==> src/rtl/uart_tx_arbiter_if.sv <==
// Byte-source and UART-side signals of the two-source UART transmit arbiter.
// The slave modport is the arbiter's view; the master modport is the sources' and UART's view.
interface uart_tx_arbiter_if;
    logic       req0_valid;
    logic [7:0] req0_byte;
    logic       req0_last;
    logic       req0_ready;
    logic       req1_valid;
    logic [7:0] req1_byte;
    logic       req1_last;
    logic       req1_ready;
    logic       is_transmitting;
    logic [7:0] tx_byte;
    logic       transmit;
    logic [1:0] grant;
    logic       pkt_abort;

    modport slave (
        input  req0_valid, req0_byte, req0_last,
        input  req1_valid, req1_byte, req1_last,
        input  is_transmitting,
        output req0_ready, req1_ready,
        output tx_byte, transmit, grant, pkt_abort
    );

    modport master (
        output req0_valid, req0_byte, req0_last,
        output req1_valid, req1_byte, req1_last,
        output is_transmitting,
        input  req0_ready, req1_ready,
        input  tx_byte, transmit, grant, pkt_abort
    );
endinterface

==> src/rtl/uart_tx_arbiter.sv <==
// Packet-atomic round-robin arbiter sharing one UART transmitter between two
// valid/ready byte sources; a grant is held for a whole packet.
module uart_tx_arbiter #(
    parameter int MAX_PKT_LEN  = 16,
    parameter int IDLE_TIMEOUT = 255
) (
    input logic              clk,
    input logic              rst,
    uart_tx_arbiter_if.slave bus
);
    localparam int CNT_W = $clog2(MAX_PKT_LEN + 1);
    localparam int TMR_W = $clog2(IDLE_TIMEOUT + 1);
    localparam logic [CNT_W-1:0] CNT_MAX = CNT_W'(MAX_PKT_LEN);
    localparam logic [TMR_W-1:0] TMR_MAX = TMR_W'(IDLE_TIMEOUT);
    localparam logic [TMR_W-1:0] TMR_LIM = TMR_W'(IDLE_TIMEOUT - 1);

    typedef enum logic [2:0] {IDLE, FETCH, SEND, WAIT_HI, WAIT_LO} state_t;

    state_t           state, state_nxt;
    logic [1:0]       grant_r;
    logic             rr_last;
    logic [CNT_W-1:0] byte_cnt;
    logic [TMR_W-1:0] idle_tmr;
    logic             last_q;
    logic [7:0]       tx_byte_r;
    logic             pkt_abort_r;

    logic       any_valid, pick1, sel_valid, sel_last, pkt_done, tmr_expired;
    logic [7:0] sel_byte;
    logic       ready0, ready1, transmit, start, accept, release_grant, abort;

    function automatic logic [CNT_W-1:0] sat_cnt(input logic [CNT_W-1:0] v);
        return (v == CNT_MAX) ? v : v + CNT_W'(1);
    endfunction

    function automatic logic [TMR_W-1:0] sat_tmr(input logic [TMR_W-1:0] v);
        return (v == TMR_MAX) ? v : v + TMR_W'(1);
    endfunction

    assign any_valid   = bus.req0_valid | bus.req1_valid;
    // On a tie, favour the source that was not served last.
    assign pick1       = bus.req1_valid & (~bus.req0_valid | ~rr_last);
    assign sel_valid   = grant_r[1] ? bus.req1_valid : bus.req0_valid;
    assign sel_byte    = grant_r[1] ? bus.req1_byte  : bus.req0_byte;
    assign sel_last    = grant_r[1] ? bus.req1_last  : bus.req0_last;
    assign pkt_done    = last_q | (byte_cnt == CNT_MAX);
    assign tmr_expired = (idle_tmr == TMR_LIM);

    always_ff @(posedge clk or negedge rst) begin
        if (!rst) state <= IDLE;
        else      state <= state_nxt;
    end

    always_comb begin
        state_nxt = state;
        case (state)
            IDLE:    if (any_valid) state_nxt = FETCH;
            FETCH: begin
                if (sel_valid)        state_nxt = SEND;
                else if (tmr_expired) state_nxt = IDLE;
            end
            SEND:    state_nxt = WAIT_HI;
            WAIT_HI: if (bus.is_transmitting) state_nxt = WAIT_LO;
            WAIT_LO: if (!bus.is_transmitting) state_nxt = pkt_done ? IDLE : FETCH;
            default: state_nxt = IDLE;
        endcase
    end

    always_comb begin
        ready0        = 1'b0;
        ready1        = 1'b0;
        transmit      = 1'b0;
        start         = 1'b0;
        accept        = 1'b0;
        release_grant = 1'b0;
        abort         = 1'b0;
        case (state)
            IDLE:  start = any_valid;
            FETCH: begin
                ready0 = grant_r[0] & bus.req0_valid;
                ready1 = grant_r[1] & bus.req1_valid;
                accept = ready0 | ready1;
                if (!sel_valid && tmr_expired) begin
                    release_grant = 1'b1;
                    abort         = 1'b1;
                end
            end
            SEND:    transmit = 1'b1;
            WAIT_LO: begin
                if (!bus.is_transmitting && pkt_done) begin
                    release_grant = 1'b1;
                    abort         = ~last_q;
                end
            end
            default: ;
        endcase
    end

    always_ff @(posedge clk or negedge rst) begin
        if (!rst) begin
            grant_r     <= 2'b00;
            rr_last     <= 1'b1;
            byte_cnt    <= '0;
            idle_tmr    <= '0;
            last_q      <= 1'b0;
            tx_byte_r   <= 8'h00;
            pkt_abort_r <= 1'b0;
        end else begin
            pkt_abort_r <= abort;
            if (start) begin
                grant_r  <= pick1 ? 2'b10 : 2'b01;
                byte_cnt <= '0;
                idle_tmr <= '0;
            end else if (accept) begin
                tx_byte_r <= sel_byte;
                last_q    <= sel_last;
                byte_cnt  <= sat_cnt(byte_cnt);
                idle_tmr  <= '0;
            end else if (state == FETCH) begin
                idle_tmr <= sat_tmr(idle_tmr);
            end
            // rr_last remembers the owner whose packet just ended, however it ended.
            if (release_grant) begin
                grant_r <= 2'b00;
                rr_last <= grant_r[1];
            end
        end
    end

    assign bus.req0_ready = ready0;
    assign bus.req1_ready = ready1;
    assign bus.transmit   = transmit;
    assign bus.tx_byte    = tx_byte_r;
    assign bus.grant      = grant_r;
    assign bus.pkt_abort  = pkt_abort_r;
endmodule

==> src/flat_wrapper.sv <==
// flat-port wrapper written by rule: the top's interface ports become plain ports
module uart_tx_arbiter_flat 
#(
    parameter int MAX_PKT_LEN  = 16,
    parameter int IDLE_TIMEOUT = 255
)
  (clk, rst, bus_req0_valid, bus_req0_byte, bus_req0_last, bus_req1_valid, bus_req1_byte, bus_req1_last, bus_is_transmitting, bus_req0_ready, bus_req1_ready, bus_tx_byte, bus_transmit, bus_grant, bus_pkt_abort);
  uart_tx_arbiter_if bus_i ();
  input logic clk;
  input logic rst;
  input wire logic [$bits(bus_i.req0_valid)-1:0] bus_req0_valid;
  input wire logic [$bits(bus_i.req0_byte)-1:0] bus_req0_byte;
  input wire logic [$bits(bus_i.req0_last)-1:0] bus_req0_last;
  input wire logic [$bits(bus_i.req1_valid)-1:0] bus_req1_valid;
  input wire logic [$bits(bus_i.req1_byte)-1:0] bus_req1_byte;
  input wire logic [$bits(bus_i.req1_last)-1:0] bus_req1_last;
  input wire logic [$bits(bus_i.is_transmitting)-1:0] bus_is_transmitting;
  output wire logic [$bits(bus_i.req0_ready)-1:0] bus_req0_ready;
  output wire logic [$bits(bus_i.req1_ready)-1:0] bus_req1_ready;
  output wire logic [$bits(bus_i.tx_byte)-1:0] bus_tx_byte;
  output wire logic [$bits(bus_i.transmit)-1:0] bus_transmit;
  output wire logic [$bits(bus_i.grant)-1:0] bus_grant;
  output wire logic [$bits(bus_i.pkt_abort)-1:0] bus_pkt_abort;
  assign bus_i.req0_valid = bus_req0_valid;
  assign bus_i.req0_byte = bus_req0_byte;
  assign bus_i.req0_last = bus_req0_last;
  assign bus_i.req1_valid = bus_req1_valid;
  assign bus_i.req1_byte = bus_req1_byte;
  assign bus_i.req1_last = bus_req1_last;
  assign bus_i.is_transmitting = bus_is_transmitting;
  assign bus_req0_ready = bus_i.req0_ready;
  assign bus_req1_ready = bus_i.req1_ready;
  assign bus_tx_byte = bus_i.tx_byte;
  assign bus_transmit = bus_i.transmit;
  assign bus_grant = bus_i.grant;
  assign bus_pkt_abort = bus_i.pkt_abort;
  uart_tx_arbiter #(.MAX_PKT_LEN(MAX_PKT_LEN), .IDLE_TIMEOUT(IDLE_TIMEOUT)) u_core (.clk(clk), .rst(rst), .bus(bus_i));
endmodule
==> config.mk <==
export PLATFORM = sky130hd
export DESIGN_NAME = uart_tx_arbiter_flat
export DESIGN_NICKNAME = d
export VERILOG_FILES = /design/src/rtl/uart_tx_arbiter_if.sv /design/src/rtl/uart_tx_arbiter.sv /design/src/flat_wrapper.sv
export SDC_FILE = /design/constraint.sdc
export NUM_CORES = 1
export LEC_CHECK = 0
export ABC_AREA = 1
export CAP_MARGIN = 10
export CORE_ASPECT_RATIO = 1.5
export CORE_MARGIN = 2
export CORE_UTILIZATION = 38
export CTS_CLUSTER_DIAMETER = 30
export DETAILED_ROUTE_END_ITERATION = 10
export PLACE_DENSITY_LB_ADDON = 0.12
export RECOVER_POWER = 25
export SYNTH_ARGS = -nofsm -noshare
export SYNTH_HDL_FRONTEND = slang
export SYNTH_SLANG_ARGS = --single-unit
==> constraint.sdc <==
create_clock -name clk -period 3.1 [get_ports clk]
set_input_delay 0.62 -clock clk [delete_from_list [all_inputs] [get_ports clk]]
set_output_delay 0.62 -clock clk [all_outputs]
set_load 0.1 [all_outputs]
==> summary.md, run 1 <==
| Metric | Value |
|---|---|
| Crit share post-route | 73.0% |
| Postcts setup bufs | 0 |
| Vias in the first global route | 1,588 |
| Setup Skew | 0.00785 ns |
| Ys flop type | dfrtp_1 |
| Minimum clock period | 2.26 ns |
| HP Class | flip-flop to flip-flop |
| Setup TNS | 0 ns |
| First-pass GRT wire length | 6730 um |
| Starting Density | 40.0% |
| Total wire length | 3620 um |
| Core Area | 4280 sq um |
| Worst Hold End | u_core.bus.tx_byte[3] |
| Outcome | complete, but fails checks |
| Wire per inst | 11.3 um |
| Number of distinct library cells after synthesis | 26 |
| Worst Hold Depth | 2 |
| Cts hold-fix bufs | 0 |
| CP startpoint kind | input port |
| Area of the mapped netlist | 1710 sq um |
| Yosys Warn Count | 0 |
| Post-Synthesis Net Count | 259 |
| Chip height | 86.3 um |
| Total congestion overflow | 0 |
| Worst-case clock buffer depth | 2 |
| Area contributors post-synth | dfrtp_1 (41%), nand2_1 (15%), o21ai_0 (7.9%) |
| Cell taking the most area after synthesis | dfrtp_1 |
| Die width | 58.8 um |
| Post-Syn Area per Cell | 7.39 sq um |
| Final Hold Fails | 0 |
| Max-Cap Viols | 1 |
| R2r startpoint | u_core.bus.grant[1] |
| Flops & latches, synth | 29 |
| Cell count after synthesis | 232 |
| Worst vdd rail ir drop | 0.709 mV |
| Area grow syn2layout | 28.5% |
| H-tree depth | 2 |
| Crit Path Class | input port to primary output |
| Initial detailed-routing violation count | 24 |
| IO Pins | 37 |
| Leak Pwr | 0.00111 uW |
| Share of the synthesized area in the top cell type | 40.9% |
| Failing checks | max-capacitance violations, max-slew violations |
| Rows | 29 |
| Sequential area share after synthesis | 42.4% |
| ANT nets after route | 0 |
| Final setup viols | 0 |
| Clock Latency Late Sink | 0.28 ns |
| RR Endpoint | u_core.idle_tmr[2] |
| CTS tree | done |
| FFs w/ async S/R, synth | 100% |
| Port buffer count | 36 |
| Top-count cell post-synth | nand2_1 |
| Slew HR | -3.31% |
| Worst Setup End Kind | primary output |
| Clock slew at reported path FFs | 0.06 ns |
| Initial antenna violation count | 0 |
| Final HPWL DP | 2800 um |
| Fmax | 0.442 GHz |
| Power Dens Cells | 1100 nW/um^2 |
| Flop2flop setup slack | 1.24 ns |
| Total CTS buffers | 5 |
| GPL Wtd Cong | 0.852 |
| CP required | 2.48 ns |
| Placement Setup Slack | 0.836 ns |
| Vias | 1,537 |
| Die area | 5080 sq um |
| Layout cells sized above 1 | 13.2% |
| Pin count of the biggest net entering global routing | 30 |
| GRT Resource Usage Total | 17.1% |
| Clock Tree Root | clkbuf_8 |
| Antenna fix cells | 0 |
| Post-synth EDFFs | 0 |
| Path depth of the worst reg2reg path | 9 |
| Total power | 2430 uW |
| Layout Nets | 299 |
| CTS resizes | 0 |
| Worst setup margin | 0.838 ns |
| HP Start | u_core.bus.tx_byte[3] |
| Drt pass-1 iters | 4 |
| Slew @ Worst Pin | 1.55 ns |
| Vias per cell | 4.82 |
| Critical-path maximum fanout | 3 |
| RSZ-0062 raised after global routing | no |
| Arr. time, crit path | 1.64 ns |
| Synth cell count leaders | nand2_1 (68), inv_1 (31), dfrtp_1 (28) |
| Total clock sinks | 29 |
| DR DRC count | 0 |
| Fin. max-slew vios | 30 |
-- power breakdown --
part	total, uW	internal [uW]	switching, uW
sequential	659	524	135
combinational	1430	369	1060
clock	340	200	140
total	2430	1090	1330
-- per-stage QoR --
| stage | hold WS, ns | cell area, sq um | utilization [%] | instances |
|---|---|---|---|---|
| after floorplan | 0.324 | 1710 | - | 232 |
| after global placement | 0.468 | 2110 | 49.2 | 311 |
| after detailed placement | 0.478 | 2110 | 49.2 | 311 |
| after CTS | 0.494 | 2210 | 51.5 | 319 |
| after global routing | 0.526 | 2200 | 51.5 | 319 |
| final | 0.488 | 2200 | 51.5 | 319 |
-- how the worst max path moves through the flow --
stage	cells past startpoint	to	from
final	4	bus_req1_ready	bus_req1_valid
after global routing	2	u_core.bus.tx_byte[0]	rst
after CTS	3	bus_req1_ready	u_core.bus.grant[1]
after detailed placement	4	bus_req1_ready	bus_req1_valid
after global placement	4	bus_req1_ready	bus_req1_valid
after floorplan	2	bus_req1_ready	u_core.bus.grant[1]
-- cell families after synthesis --
group           after synthesis  share of synthesized area (%)
compound gates               33                           10.1
flops                        29                           42.4
buf+inv                      38                           8.98
fa+ha+maj                     4                           2.92
simple gates                123                           33.1
xor+xnor                      5                           2.55
-- area by class of cell --
| class | instances | area (sq um) |
|---|---|---|
| Inverter | 34 | 130 |
| Timing Repair Buffer | 37 | 354 |
| Clock inverter | 1 | 5.00 |
| Fill cell | 438 | 2080 |
| Multi-Input combinational cell | 165 | 833 |
| Sequential cell | 29 | 727 |
| Tap cell | 46 | 57.6 |
| Clock buffer | 7 | 96.3 |
-- registers in the layout (all words and copies together) (netlist names) --
register,flops
u_core.bus.tx_byte,8
u_core.idle_tmr,8
u_core.byte_cnt,5
u_core.state,3
u_core.bus.grant,2
u_core.bus.pkt_abort,1
u_core.last_q,1
u_core.rr_last,1
-- per-layer routing --
metal  wire length [um]  part of all wire [%]  GRT usage (%)  vias up
li1                   -                     -              -      818
met1               1570                    43           20.7      685
met2               1880                    52           29.0       30
met3                116                   3.2           3.58        4
met4                 46                   1.3           7.23        0
met5                  0                     0              0        -
-- critical path: stages --
cell and delay (ns):
clkdlybuf4s50_1 0.50, nand2_1 0.09, nor2_1 0.22, buf_12 0.20
-- cell usage in the layout, fill, tap and decap left out, types with 3 or more instances in the layout --
master | Yosys | final
buf_4 | 0 | 12
clkbuf_8 | 0 | 7
clkdlybuf4s50_1 | 0 | 21
dfrtp_1 | 28 | 28
ha_1 | 4 | 4
inv_1 | 31 | 31
nand2_1 | 68 | 68
nand2_2 | 5 | 5
nand3_1 | 21 | 21
nand4_1 | 3 | 3
nor2_1 | 17 | 17
o21ai_0 | 27 | 27
xor2_1 | 5 | 5
Note: power is estimated with default switching activity, not from simulation.
==> inputs of run 2 (changes only) <==
==> constraint.sdc (replaced) <==
create_clock -name clk -period 1.87 [get_ports clk]
set_input_delay 0.374 -clock clk [delete_from_list [all_inputs] [get_ports clk]]
set_output_delay 0.374 -clock clk [all_outputs]
set_load 0.1 [all_outputs]
==> run 2 against run 1 <==
  * The flow now finishes without violations
  * Sequential share of layout area is 2.3 points lower
  * Cell area grew 7.8%
  * Routed wire length grew 6.5%
  * Clock power up 51%
  * Global-route usage grew 0.71 points
  * First-iteration DRC count up 79%
  * Critical path depth unchanged
  * Total power rose by 82%
  * Critical endpoint unchanged
==> summary.md, run 2 (synthesized netlist as in run 1, its figures left out) <==
| Metric | Value |
|---|---|
| Outcome | completed |
| Worst-case clock buffer depth | 2 (unchanged) |
| Drt pass-1 iters | 6 (+2) |
| Placement Setup Slack | 0.0361 ns (-0.800 ns) |
| Initial detailed-routing violation count | 43 (+79%) |
| Vias per cell | 4.91 (+1.9%) |
| Clock slew at reported path FFs | 0.07 ns (about the same) |
| CTS resizes | 0 (unchanged) |
| Crit Path Class | flip-flop to primary output |
| Total clock sinks | 29 (unchanged) |
| Total power | 4420 uW (+82%) |
| Total CTS buffers | 5 (unchanged) |
| Reg area | 728 sq um (+0.17%) |
| Arr. time, crit path | 1.35 ns (-0.29 ns) |
| Met1 Resource Use GR | 22.5% (+1.9 points) |
| Sw Share | 53.0% (-1.9 points) |
| Commonest non-fill, non-tap cells in the layout | nand2_1 (68), inv_1 (30), o21ai_0 (27), dfrtp_1 (27) |
| Initial antenna violation count | 0 (unchanged) |
| CP required | 1.50 ns (-0.98 ns) |
| Final setup viols | 0 (unchanged) |
| Commonest non-fill, non-tap cell in the layout | nand2_1 |
| Core Area | 4280 sq um (unchanged) |
| Clock share of power | 11.7% (-2.3 points) |
| Die area | 5080 sq um (unchanged) |
| Fin. max-slew vios | 0 (-100%) |
| CP startpoint kind | flip-flop |
| Setup TNS | 0 ns (unchanged) |
| Antenna fix cells | 0 (unchanged) |
| Slew @ Worst Pin | 0.738 ns (-0.812 ns) |
| Final Hold Fails | 0 (unchanged) |
| Area of the multi-input gates | 851 sq um (+2.1%) |
| Fillers | 433 (-1.1%) |
| GPL Wtd Cong | 0.878 (+3.0%) |
| Slew HR | 50.8% (+54 points) |
| Pin count of the biggest net entering global routing | 30 (unchanged) |
| ANT nets after route | 0 (unchanged) |
| Total wire length | 3850 um (+6.5%) |
| Global Route met2 Usage | 28.0% (-1.0 points) |
| CTS tree | done |
| Fin area | 2380 sq um (+7.8%) |
| Met3 GRT Util | 4.18% (+0.60 points) |
| Worst Setup End Kind | primary output |
| Fmax | 0.580 GHz |
| Worst vdd rail ir drop | 1.26 mV (+77%) |
| Cell Int Power | 2080 uW (+90%) |
| Wire per inst | 11.9 um (+5.2%) |
| Max-Cap Viols | 0 (-1) |
| Crit share post-route | 92.1% |
| Placement Cell Area | 2290 sq um (+8.9%) |
| Worst setup margin | 0.147 ns (-0.691 ns) |
| Final HPWL DP | 2950 um (+5.1%) |
| Register share of total power | 25.0% (-2.2 points) |
| Clock Latency Late Sink | 0.29 ns (about the same) |
| Postcts setup bufs | 0 (unchanged) |
| Area grow syn2layout | 38.6% |
| Busiest grt layer | met2 |
| Setup Skew | 0.00424 ns (-0.00361 ns) |
| IO Pins | 37 (unchanged) |
| Chip height | 86.3 um (unchanged) |
| Port buffer count | 36 (unchanged) |
| Vias | 1,586 (+3.2%) |
| NetSw | 2340 uW (+76%) |
| Leak Pwr | 0.00117 uW (+5.0%) |
| GRT Resource Usage Total | 17.8% (+0.71 points) |
| Vias in the first global route | 1,495 (-5.9%) |
| Layout Nets | 303 (+1.3%) |
| Clock Tree Root | clkbuf_8 |
| Starting Density | 40.0% (unchanged) |
| Total congestion overflow | 0 (unchanged) |
| Cts hold-fix bufs | 0 (unchanged) |
| Die width | 58.8 um (unchanged) |
| H-tree depth | 2 (unchanged) |
| Critical-path maximum fanout | 6 (+3) |
| Rows | 29 (unchanged) |
| HP Class | flip-flop to flip-flop |
| First-pass GRT wire length | 6890 um (+2.3%) |
| Power Dens Cells | 1860 nW/um^2 (+69%) |
| Combinational share of power | 63.3% (+4.5 points) |
| RSZ-0062 raised after global routing | no |
| Minimum clock period | 1.72 ns |
| Layout cells sized above 1 | 16.6% (+3.4 points) |
| DR DRC count | 0 (unchanged) |
run 2: power by group through the flow:
stage               logic (uW)  clock network, uW  registers [uW]
global placement          2810                  0            1110
CTS                       2830                527            1110
floorplan                 1220                  0            1780
global route              3040                558            1150
finish                    2800                515            1110
detailed placement        2810                  0            1110
run 2: final timing paths:
check / start / to / slack [ns] / cells after the start
worst max-delay path: u_core.state[1] / bus_req1_ready / 0.15 / 4
min in group asynchronous: rst / u_core.byte_cnt[2] / 0.67 / 2
worst min register to register: u_core.last_q / u_core.bus.pkt_abort / 0.50 / 1
worst min-delay path: u_core.last_q / u_core.bus.pkt_abort / 0.50 / 1
max in group asynchronous: rst / u_core.bus.grant[0] / 0.68 / 2
worst max register to register: u_core.state[1] / u_core.idle_tmr[2] / 0.40 / 10
run 2: cell type report:
class / count / share of cell area, %
Clock buffer: 5 / 2.90
Multi-Input combinational cell: 165 / 35.8
Tap cell: 46 / 2.42
Timing Repair Buffer: 41 / 22.0
Sequential cell: 29 / 30.6
Clock inverter: 3 / 0.737
Inverter: 34 / 5.48
run 2: routing by layer:
layer	vias to the layer above	routed length, um
met3	10	169
met2	38	1910
met1	716	1660
met4	0	115
met5	-	0
li1	822	-
run 2: per-stage QoR:
stage / instances / util, % / hold slack [ns]
2_1_floorplan: 232 / - / 0.0784
5_1_grt: 323 / 55.5 / 0.523
3_5_place_dp: 315 / 53.5 / 0.475
4_1_cts: 323 / 55.6 / 0.481
3_3_place_gp: 315 / 53.5 / 0.495
6_report: 323 / 55.5 / 0.502
run 2: worst max-delay path: stages (launching register included):
cell     delay (ns)
dfrtp_1        0.42
inv_1          0.15
nand3_4        0.17
nor2_4         0.15
buf_12         0.18
==> inputs of run 3 (changes only) <==
--- a/config.mk
+++ b/config.mk
@@ -12,6 +12,7 @@
 export CORE_UTILIZATION = 38
 export CTS_CLUSTER_DIAMETER = 30
 export DETAILED_ROUTE_END_ITERATION = 10
+export HOLD_SLACK_MARGIN = 0.03
 export PLACE_DENSITY_LB_ADDON = 0.12
 export RECOVER_POWER = 25
 export SYNTH_ARGS = -nofsm -noshare
==> results of run 3 <==
No change in the layout: final DEF, timing and power equal those of run 2.
